**config.mk**
```make
export PLATFORM = sky130hd
export DESIGN_NAME = ns_link_arbiter
export DESIGN_NICKNAME = d
export VERILOG_FILES = /design/src/rtl/ns_link_arbiter_pkg.sv /design/src/rtl/ns_rr_pick.sv /design/src/rtl/ns_link_arbiter.sv
export SDC_FILE = /design/constraint.sdc
export NUM_CORES = 1
export LEC_CHECK = 0
export ABC_AREA = 1
export CAP_MARGIN = 5
export CELL_PAD_IN_SITES_DETAIL_PLACEMENT = 0
export CELL_PAD_IN_SITES_GLOBAL_PLACEMENT = 2
export CORE_ASPECT_RATIO = 1.2
export CORE_MARGIN = 2
export CORE_UTILIZATION = 26
export CTS_BUF_LIST = sky130_fd_sc_hd__clkbuf_8
export CTS_CLUSTER_SIZE = 40
export DETAILED_ROUTE_END_ITERATION = 10
export GPL_TIMING_DRIVEN = 0
export PLACE_DENSITY = 0.85
export SLEW_MARGIN = 15
export SYNTH_ARGS = -nofsm -noshare
export SYNTH_HDL_FRONTEND = slang
export SYNTH_SLANG_ARGS = --single-unit
```
**constraint.sdc**
```tcl
create_clock -name i_clk -period 3.1 [get_ports i_clk]
set_clock_uncertainty 0.05 [all_clocks]
set_input_delay 0.465 -clock i_clk [delete_from_list [all_inputs] [get_ports i_clk]]
set_output_delay 0.465 -clock i_clk [all_outputs]
set_load 0.005 [all_outputs]
```
**src/rtl/ns_link_arbiter_pkg.sv**
```systemverilog
// ns_link_arbiter_pkg: shared widths and arbiter state encoding for the ns link arbiter
package ns_link_arbiter_pkg;
  localparam int NS_ADDRESS_SIZE = 8;
  localparam int NS_DATA_SIZE = 8;
  localparam int NS_REDUN_SIZE = 4;
  typedef enum logic [1:0] {
    NS_ARB_IDLE  = 2'd0,
    NS_ARB_SEND  = 2'd1,
    NS_ARB_CLOSE = 2'd2
  } ns_arb_state_t;
endpackage

```
**src/rtl/ns_rr_pick.sv**
```systemverilog
// ns_rr_pick: combinational 4-way round-robin picker starting the scan at rr_ptr
module ns_rr_pick (
  input  logic [3:0] pending,
  input  logic [1:0] rr_ptr,
  output logic       valid,
  output logic [1:0] idx
);
  logic [3:0] rot;
  logic [1:0] off;
  always_comb begin
    rot = 4'({pending, pending} >> rr_ptr);
    off = rot[0] ? 2'd0 : rot[1] ? 2'd1 : rot[2] ? 2'd2 : 2'd3;
    valid = |pending;
    idx = rr_ptr + off;
  end
endmodule

```
**src/rtl/ns_link_arbiter.sv**
```systemverilog
// ns_link_arbiter: merges four four-phase req/ack message links onto one output link
module ns_link_arbiter
  import ns_link_arbiter_pkg::*;
#(
  parameter int ASZ = NS_ADDRESS_SIZE,
  parameter int DSZ = NS_DATA_SIZE,
  parameter int RSZ = NS_REDUN_SIZE,
  parameter bit SYNC_EN = 1'b1
) (
  input  logic             i_clk,
  input  logic             reset,
  input  logic [3:0]       rcv_req,
  output logic [3:0]       rcv_ack,
  input  logic [4*ASZ-1:0] rcv_addr,
  input  logic [4*DSZ-1:0] rcv_data,
  input  logic [4*RSZ-1:0] rcv_red,
  output logic             snd_req,
  input  logic             snd_ack,
  output logic [ASZ-1:0]   snd_addr,
  output logic [DSZ-1:0]   snd_data,
  output logic [RSZ-1:0]   snd_red,
  output logic [1:0]       grant_idx,
  output logic             busy,
  output logic [7:0]       msg_cnt
);
  logic [3:0] req_s;
  logic ack_s;
  if (SYNC_EN) begin : g_sync
    logic [4:0] s1, s2;
    always_ff @(posedge i_clk or negedge reset)
      if (!reset) begin
        s1 <= '0;
        s2 <= '0;
      end else begin
        s1 <= {snd_ack, rcv_req};
        s2 <= s1;
      end
    assign {ack_s, req_s} = s2;
  end else begin : g_direct
    assign {ack_s, req_s} = {snd_ack, rcv_req};
  end
  ns_arb_state_t state;
  logic [1:0] rr_ptr;
  logic pick_valid;
  logic [1:0] pick_idx;
  ns_rr_pick u_pick (
    .pending(req_s & ~rcv_ack),
    .rr_ptr (rr_ptr),
    .valid  (pick_valid),
    .idx    (pick_idx)
  );
  assign busy = state != NS_ARB_IDLE;
  always_ff @(posedge i_clk or negedge reset)
    if (!reset) begin
      state <= NS_ARB_IDLE;
      rr_ptr <= '0;
      rcv_ack <= '0;
      snd_req <= 1'b0;
      snd_addr <= '0;
      snd_data <= '0;
      snd_red <= '0;
      grant_idx <= '0;
      msg_cnt <= '0;
    end else begin
      case (state)
        NS_ARB_IDLE:
          // a stray output ack in IDLE blocks new grants until it drops
          if (pick_valid && !ack_s) begin
            state <= NS_ARB_SEND;
            rcv_ack <= 4'b0001 << pick_idx;
            grant_idx <= pick_idx;
            snd_addr <= rcv_addr[pick_idx*ASZ +: ASZ];
            snd_data <= rcv_data[pick_idx*DSZ +: DSZ];
            snd_red <= rcv_red[pick_idx*RSZ +: RSZ];
          end
        NS_ARB_SEND: begin
          snd_req <= !ack_s;
          if (ack_s) state <= NS_ARB_CLOSE;
        end
        NS_ARB_CLOSE:
          if (!ack_s && !req_s[grant_idx]) begin
            state <= NS_ARB_IDLE;
            rcv_ack <= '0;
            rr_ptr <= grant_idx + 2'd1;
            msg_cnt <= msg_cnt + 8'd1;
          end
        default: state <= NS_ARB_IDLE;
      endcase
    end
endmodule
```
* After elaboration in Yosys (flattened, before gate mapping) *
Cells that the tools add are included.

storage, ports and cells
  register bits after elaboration = 49
  bits in latches = 0
  memory bits (writable) = 0
  ROM bits = 0
  output and inout port bits = 36
  memories = 0

operators by class
  $add $sub $neg = 3
  $mul = 0
  div/mod/pow operators = 0
  magnitude comparators = 1
  equal/unequal tests = 5
  shift operators = 5
  mux-type cells = 12
  bitwise operators = 2
  reduce and logical (&&, ||, !) cells = 12

operators by type and width
  operator                                                                      number
  32-bit by 6-bit variable part select with 8-bit output                        2
  16-bit by 5-bit variable part select with 4-bit output                        1
  2-bit two-way mux                                                             5
  8-bit by 1-bit adder with 8-bit output, second input constant                 1
  4-bit two-way mux                                                             2
  4-bit one-hot mux with 2 select lines                                         1
  8-bit by 2-bit right shift with 3-bit output                                  1
  2-bit != test, second input constant                                          3
  2-bit one-hot mux with 3 select lines                                         1
  3-bit AND reduction                                                           2
  4-bit AND                                                                     1
  4-bit inverter                                                                1
  2-bit AND reduction                                                           2
  2-bit nonzero test                                                            2
  4-bit OR reduction                                                            1
  1-bit by 2-bit left shift with 4-bit output, first input constant             1
  2-bit by 3-bit less-than comparator with 1-bit output, second input constant  1
  2-bit by 1-bit adder with 2-bit output, second input constant                 1
  2-bit adder                                                                   1
  1-bit binary-select mux with 2-bit select                                     1
  2-bit by 1-bit equality test with 1-bit output, second input constant         1
  2-bit equality test, second input constant                                    1
  1-bit logical AND                                                             2
  1-bit zero test                                                               2
  2 further kinds                                                               3

* Longest topological paths before layout *
Gate-level depths: netlist (run 1).

  depth after elaboration = 10
  mapped depth = 13
  gate-level depth less buffers = 12

* Hierarchy *
Synthesis (run 1) repeated with hierarchy kept, for this count alone.

second synthesis, totals
  cell total of the unflattened synthesis = 353
  area total of the unflattened synthesis = 2601.2 um^2

modules (own cells, without submodules)
  module           instances  cells each  area an instance (um^2)  seq. area each (um^2)
  ns_link_arbiter  1          321         2447.3                   1226.2
  ns_rr_pick       1          32          153.9                    0.0

* Least setup slack after synthesis (run 1) *
Ideal clock, no wire load.

  kind = reg2reg
  start = register rr_ptr[0]
  end = register snd_data[0]
  library setup time = 117 ps
  data arrival time = 2224 ps
  path slack = 709 ps
  cell stages (with the launch flop) = 11
  buffers on the path = 2
  cell sequence = dfrtp_1 > o21ai_0 > nor2_1 > o31ai_1 > ha_1 > buf_6 > dlymetal6s2s_1 > mux2i_1 > nand3_2 > nand3_1 > nand2_1

on the way
  cells in the longest elaborated chain, start to end = 6

RTL lines
  element                                                     line                   RTL
  start, declared                                             ns_link_arbiter.sv:43  logic [1:0] rr_ptr;
  start signal, assigned                                      ns_link_arbiter.sv:84  rr_ptr <= grant_idx + 2'd1;
  8-bit by 2-bit right shift with 3-bit output                ns_rr_pick.sv:11       rot = 4'({pending, pending} >> rr_ptr);
  1-bit two-way mux                                           ns_rr_pick.sv:12       off = rot[0] ? 2'd0 : rot[1] ? 2'd1 : rot[2] ? 2'd2 : 2'd3;
  2-bit two-way mux (2 in series)                             ns_rr_pick.sv:12
  2-bit adder (*)                                             ns_rr_pick.sv:14       idx = rr_ptr + off;
  32-bit by 6-bit variable part select with 8-bit output (*)  ns_link_arbiter.sv:73  snd_data <= rcv_data[pick_idx*DSZ +: DSZ];
  end signal, assigned                                        ns_link_arbiter.sv:73
  end, declared                                               ns_link_arbiter.sv:20  output logic [DSZ-1:0] snd_data,

Every way passes the cells marked *; elsewhere a longest branch is shown, timed or not.
A chain may end at the register's enable or synchronous reset.

* Final worst setup path (run 1) *
  start = register rr_ptr[0]
  end = register snd_data[2]

The elaborated chain is that of the path after synthesis.

==> flow_metrics.py, run 1 <==
metrics = {
    "critical_path": {
        "crit_path_max_fanout": 15,
        "r2r_setup_slack_ns": 0.43,
        "worst-setup-path-type": "register to register",
        "end_kind": "register",
        "timing.critical_path.from": "rr_ptr[0]",
        "crit_chain": "o21ai_0 -> nor2_1 -> o31ai_1 -> ha_1 -> buf_6 -> clkbuf_2 -> mux2i_1 -> nand3_2 -> nand3_1 -> nand2_1",
        "cpPeakStageDelay_ns": 0.49,
        "crit_arrival_ns": 2.83,
        "regToRegStartpoint": "rr_ptr[0]",
        "required_ns": 3.26,
        "reg2reg_depth": 10,
        "cp-start-kind": "register",
        "slowest_stage": "dfrtp_1",
        "cp-endpoint": "snd_data[2]",
        "rr_endpoint": "snd_data[2]",
    },
    "final_layout": {
        "final_area_um2": 4592,
        "multi_input_area_um2": 1555,
        "layout-drive-gt1-share_pct": 16.37,
        "areaGrowthSynthToFinish_pct": 50.35,
        "antenna_cells": 0,
        "nets": 541,
        "n_fill_cell": 1177,
        "regArea_um2": 1226,
    },
    "clock_network": {
        "clock-root-buffer": "clkbuf_8",
        "cts.sinks": 49,
        "post-cts-setup-buffers": 0,
        "clk_path_buf_depth": 2,
        "clock_latency_ns": 0.31,
        "cts_tree": "yes",
        "tritoncts.num_buffers": 5,
        "h-tree-depth": 2,
        "clk_pin_slew_ns": 0.09,
        "hold_buffers": 0,
    },
    "detailed_routing": {
        "routed_wirelength_um": 8505,
        "wl_per_cell_um": 13.97,
        "drtPass1Iterations": 4,
        "via_per_inst": 4.263,
        "drcViolationCount": 0,
        "drt-initial-drc-count": 119,
        "vias": 2596,
        "antenna_left": 0,
    },
    "floorplanning": {
        "fp.dieH_um": 122.7,
        "core_um2": 11510,
        "start_util_pct": 26.53,
        "io_pins": 123,
        "rows": 43,
        "die_w_um": 102.9,
        "die_area_um2": 12630,
    },
    "yosys": {
        "syn-num-nets": 412,
        "ys_warn_count": 0,
        "synthCells": 322,
        "syn-cell-area_um2": 3054,
        "ys_seq_area_share_pct": 40.15,
        "avgSynthCellArea_um2": 9.485,
        "synth_enable_flop_cells": 0,
        "ys.flop_type": "dfrtp_1",
        "ys_ff_latch": 49,
        "ys_types": 31,
        "async_reset_ff_share_pct": 100.0,
    },
    "power_and_ir_drop": {
        "switchingPower_mw": 2.093,
        "seq_power_share_pct": 21.1,
        "vdd_drop_max_mv": 0.5055,
        "intPower_mw": 2.756,
        "powerDensity_nw_per_um2": 1056,
        "p_comb_share_pct": 69.2,
        "power_leakage_nw": 2.128,
        "switching_share_pct": 43.17,
        "p_clk_share_pct": 9.7,
    },
    "outcome": {
        "status": "completed",
    },
    "timing": {
        "fin_ws_ns": 0.4275,
        "final.setup.tns_ns": 0,
        "max_slew_margin_pct": 72.15,
        "finalSetupViolCount": 0,
        "fin_crit_sh_pct": 86.21,
        "fin_crit_ns": 2.673,
        "maxSlewViolCount": 0,
        "finalHoldViolations": 0,
        "timing.fmax_ghz": 0.3742,
        "hold_slack_ns": 0.02686,
        "max_slew.worst_pin.slew_ns": 0.4164,
        "rsz0062_at_grt": "false",
    },
    "global_routing": {
        "grt_pass1_vias": 2819,
        "grt_first_pass_wirelength_um": 13740,
        "antenna_found_initial": 0,
        "track_usage_pct": 13.90,
        "overflow": 0,
        "grt_max_degree": 34,
    },
    "place": {
        "dp_hpwl_um": 6856,
        "placed_cell_area_um2": 4487,
        "post-place-ws_ns": 0.1822,
        "routabilityCongestion": 0.7783,
        "io_buffers": 122,
    },
    "run": {
        "maxCapViolations": 0,
    },
    "min_path": {
        "hp-class": "input port to async pin",
    },
}
[per-layer routing]
layer  wire length (µm)  up-vias  global-route usage [%]
met5                  0        -                       0
met4                120        0                   3.701
met3                459        8                   2.677
met2               4265       57                   24.23
met1               3659     1200                   17.45
li1                   -     1331                       -
[how the worst min path moves through the flow]
stage	end	cells after the start
after floorplan	g_sync.s1[0]	0
after global placement	g_sync.s2[2]	0
after detailed placement	g_sync.s2[2]	0
after CTS	rcv_ack[2]	1
after global routing	rcv_ack[2]	1
final	rcv_ack[2]	1
[critical path: cells and delay by family, from the launching register on]
family / cells / cell delay (ns)
adders and majority gates: 1 / 0.21
muxes: 1 / 0.31
and+or+nand+nor: 4 / 0.29
AOI/OAI and AO/OA: 2 / 0.67
DFF: 1 / 0.49
buffers and inverters: 2 / 0.56
[layout by cell type, fill, tap and decap left out]
master	count
clkdlybuf4s50_1	121
nand2_1	71
dfrtp_1	49
nand3_1	43
mux2i_1	40
nand3_2	33
inv_1	19
o21ai_0	11
nor2_1	8
buf_6	8
clkbuf_8	7
inv_2	4
nand2_4	4
buf_2	4
nand2_2	3
buf_12	3
xor2_1	3
xnor2_1	3
ha_1	3
o21ai_1	2
nand4_1	2
o31ai_1	1
clkbuf_2	1
nor3b_1	1
nor3_4	1
buf_8	1
a21oi_1	1
nor2_2	1
nand3_4	1
nor3_2	1
nor2_4	1
bufinv_16	1
[synthesized netlist by cell type (2+ instances only)]
| master | n | area share [%] |
|---|---|---|
| nand2_1 | 71 | 8.7 |
| dfrtp_1 | 49 | 40 |
| nand3_1 | 43 | 7.0 |
| mux2i_1 | 40 | 13 |
| nand3_2 | 33 | 11 |
| inv_1 | 18 | 2.2 |
| o21ai_0 | 11 | 1.8 |
| buf_6 | 8 | 2.9 |
| nor2_1 | 8 | 0.98 |
| inv_2 | 4 | 0.49 |
| nand2_4 | 4 | 1.5 |
| buf_2 | 3 | 0.49 |
| ha_1 | 3 | 1.2 |
| nand2_2 | 3 | 0.61 |
| xnor2_1 | 3 | 0.86 |
| xor2_1 | 3 | 0.86 |
| buf_12 | 2 | 1.3 |
| nand4_1 | 2 | 0.41 |
| o21ai_1 | 2 | 0.33 |
[stage by stage]
| step | util, % | total power, mW | cells |
|---|---|---|---|
| global placement | 38.84 | 4.449 | 601 |
| finish | 39.88 | 4.849 | 609 |
| CTS | 39.98 | 4.992 | 610 |
| detailed placement | 38.97 | 4.498 | 602 |
| floorplan | - | 3.427 | 322 |
| global route | 39.88 | 5.290 | 609 |
[cell families (layout without fill, tap and decap cells)]
logic type | after synthesis | in the layout | synth area share [%]
AO/OA/AOI/OAI | 15 | 15 | 2.540
buffers and inverters | 39 | 169 | 8.930
AND/OR/NAND/NOR | 170 | 170 | 32.32
flip-flops | 49 | 49 | 40.15
XOR/XNOR | 6 | 6 | 1.721
adder cells (fa/ha/maj) | 3 | 3 | 1.229
multiplexers | 40 | 40 | 13.11
[cell type report]
class                   instances  area share, %
clock buffers                   6          1.798
well taps                     157          4.278
inverters                      22          1.798
clock inverters                 2         0.7357
plain buffers                  16          3.896
repair buffers                123          26.92
multi-input cells             234          33.87
flip-flops and latches         49          26.70
[power by group through the flow]
| stage | clock [mW] | sequential [mW] | combinational [mW] |
|---|---|---|---|
| after floorplan | 0 | 1.02 | 2.40 |
| after global placement | 0 | 1.04 | 3.41 |
| after detailed placement | 0 | 1.04 | 3.46 |
| after CTS | 0.492 | 1.03 | 3.47 |
| after global routing | 0.512 | 1.06 | 3.72 |
| final | 0.470 | 1.02 | 3.36 |
[sequential cells by signal (all words and copies together) (netlist names)]
register / count
msg_cnt: 8
g_sync.s2: 5
snd_addr: 8
state: 2
grant_idx: 2
rr_ptr: 2
snd_red: 4
snd_data: 8
snd_req: 1
g_sync.s1: 5
rcv_ack: 4
[what timing repair did]
action / CTS / global route
endpoints found under the hold margin: 0 / 0
setup endpoints to repair: 0 / 9
gates resized for setup: 0 / 1
(Power assumes the default switching activity.)
==> inputs of run 2 (changes only) <==
==> constraint.sdc (replaced) <==
create_clock -name i_clk -period 2.92 [get_ports i_clk]
set_clock_uncertainty 0.05 [all_clocks]
set_input_delay 0.438 -clock i_clk [delete_from_list [all_inputs] [get_ports i_clk]]
set_output_delay 0.438 -clock i_clk [all_outputs]
set_load 0.005 [all_outputs]
==> run 2 against run 1 <==
The run now ends with negative hold slack left. Sequential share of layout area is essentially flat. Highest routed layer unchanged. Cell count up 0.16%. Die area unchanged. Count of clock-buffer cells in the layout unchanged. Setup slack got worse by 0.064 ns. Sequential cell count did not move. Final area increased by 0.11%. Sequential power is 7% higher. Critical endpoint is now snd_data[0]. Combinational power grew 6.5%. Via count about the same. Largest power group unchanged. Hold slack lost 0.027 ns.
==> flow_metrics.py, run 2 (same netlist as run 1, synthesis figures left out) <==
metrics = {
    "outcome": {
        "status": "finished with violations",
        "violations": "negative hold slack",
    },
    "global_routing": {
        "grt_max_degree": 34,
        "antenna_found_initial": 0,
        "grt_pass1_vias": 2819,
        "grt_first_pass_wirelength_um": 13740,
        "track_usage_pct": 13.90,
        "overflow": 0,
    },
    "power_and_ir_drop": {
        "switchingPower_mw": 2.228,
        "switching_share_pct": 43.11,
        "p_comb_share_pct": 69.3,
        "vdd_drop_max_mv": 0.4599,
        "powerDensity_nw_per_um2": 1124,
        "power.total_mw": 5.169,
        "intPower_mw": 2.941,
        "seq_power_share_pct": 21.0,
        "power_leakage_nw": 2.132,
        "p_clk_share_pct": 9.6,
    },
    "clock_network": {
        "tritoncts.num_buffers": 5,
        "clock-root-buffer": "clkbuf_8",
        "cts.sinks": 49,
        "clk_path_buf_depth": 2,
        "clock_latency_ns": 0.31,
        "hold_buffers": 0,
        "cts_tree": "yes",
        "clk_pin_slew_ns": 0.09,
        "post-cts-setup-buffers": 0,
        "h-tree-depth": 2,
    },
    "timing": {
        "rsz0062_at_grt": "false",
        "fin_crit_ns": 2.556,
        "maxSlewViolCount": 0,
        "fin_crit_sh_pct": 87.54,
        "max_slew_margin_pct": 72.01,
        "hold_slack_ns": -0.0001511,
        "timing.fmax_ghz": 0.3912,
        "final.setup.tns_ns": 0,
        "finalSetupViolCount": 0,
        "max_slew.worst_pin.slew_ns": 0.4189,
        "finalHoldViolations": 1,
        "fin_ws_ns": 0.3639,
    },
    "critical_path": {
        "slowest_stage": "dfrtp_1",
        "worst-setup-path-type": "register to register",
        "cp-endpoint": "snd_data[0]",
        "cpPeakStageDelay_ns": 0.49,
        "crit_family": "buffers and inverters",
        "crit_chain": "inv_2 -> o21ai_0 -> nand2_1 -> nor2_1 -> o31ai_1 -> ha_1 -> buf_6 -> clkbuf_2 -> mux2i_1 -> nand3_2 -> nand3_1 -> nand2_1",
        "rr_endpoint": "snd_data[0]",
        "path_common_cell": "nand2_1",
        "critPathBufInv": 3,
        "cp.depth": 12,
        "regToRegStartpoint": "rr_ptr[0]",
        "r2r_setup_slack_ns": 0.36,
        "reg2reg_depth": 12,
        "timing.critical_path.from": "rr_ptr[0]",
        "cp-start-kind": "register",
        "crit_path_max_fanout": 10,
        "crit_arrival_ns": 2.71,
        "end_kind": "register",
        "required_ns": 3.07,
    },
    "detailed_routing": {
        "antenna_left": 0,
        "vias": 2595,
        "drt-initial-drc-count": 100,
        "via_per_inst": 4.254,
        "drtPass1Iterations": 4,
        "wl_per_cell_um": 13.96,
        "drcViolationCount": 0,
        "routed_wirelength_um": 8518,
    },
    "run": {
        "maxCapViolations": 0,
    },
    "final_layout": {
        "nets": 542,
        "antenna_cells": 0,
        "final_cell_mix": "clkdlybuf4s50_1, nand2_1, dfrtp_1, nand3_1, mux2i_1",
        "top_regs": "msg_cnt: 8 flops, snd_addr: 8 flops, snd_data: 8 flops",
        "final_common_cell": "clkdlybuf4s50_1",
        "areaGrowthSynthToFinish_pct": 50.51,
        "layout-drive-gt1-share_pct": 16.56,
    },
    "floorplanning": {
        "io_pins": 123,
        "die_w_um": 102.9,
        "fp.dieH_um": 122.7,
        "core_um2": 11510,
        "start_util_pct": 26.53,
        "rows": 43,
        "die_area_um2": 12630,
    },
    "place": {
        "post-place-ws_ns": 0.002210,
        "routabilityCongestion": 0.7783,
        "dp_hpwl_um": 6856,
        "io_buffers": 122,
    },
    "min_path": {
        "hp-class": "input port to async pin",
    },
}
[run 2: cell types whose count changed in the layout (fill, tap and decap cells not counted)]
cell     previous run  this run
o21ai_0            11        10
o21ai_1             2         3
buf_2               4         5
[run 2: what timing repair did]
| action | CTS | global route |
|---|---|---|
| pin swaps | 0 | 0 |
| resized for setup | 1 | 2 |
| setup endpoints to repair | 1 | 10 |
[run 2: worst min-delay path by stage]
stage / endpoint / slack, ns / cells past startpoint
2_1_floorplan: g_sync.s1[0] / 0.09 / 0
3_3_place_gp: g_sync.s2[2] / 0.28 / 0
3_5_place_dp: g_sync.s2[2] / 0.29 / 0
4_1_cts: rcv_ack[2] / 0.005 / 1
5_1_grt: rcv_ack[2] / 0.03 / 1
6_report: rcv_ack[2] / -0.0002 / 1
[run 2: through the flow]
step / utilization [%] / hold WS [ns] / std cells / instance area (µm²)
after floorplan: - / 0.09241 / 322 / 3054
after global placement: 38.84 / 0.2815 / 601 / 4472
after detailed placement: 38.97 / 0.2855 / 602 / 4487
after CTS: 39.99 / 0.004923 / 610 / 4604
after global routing: 39.93 / 0.02541 / 610 / 4597
final: 39.93 / -0.0001511 / 610 / 4597
[run 2: area by class of cell]
| cell class | count | area, µm² |
|---|---|---|
| multi-input combinational | 234 | 1555 |
| fill | 1177 | 6917 |
| sequential | 49 | 1226 |
| clock inverter | 2 | 33.78 |
| clock buffer | 6 | 82.58 |
| tap | 157 | 196.4 |
| timing repair buffer | 123 | 1236 |
| buffer | 17 | 183.9 |
| inverter | 22 | 82.58 |
[run 2: power groups by stage]
stage               combinational, mW  sequential, mW  clock (mW)
floorplan                        2.55            1.09           0
global placement                 3.62            1.10           0
detailed placement               3.67            1.10           0
CTS                              3.69            1.09       0.522
global route                     3.97            1.12       0.544
finish                           3.58            1.09       0.499
[run 2: metal layers]
layer | vias up | GRT usage (%) | part of all wire (%)
li1 | 1333 | - | -
met1 | 1197 | 17.45 | 43
met2 | 57 | 24.23 | 50
met3 | 8 | 2.677 | 5.2
met4 | 0 | 3.701 | 1.4
met5 | - | 0 | 0
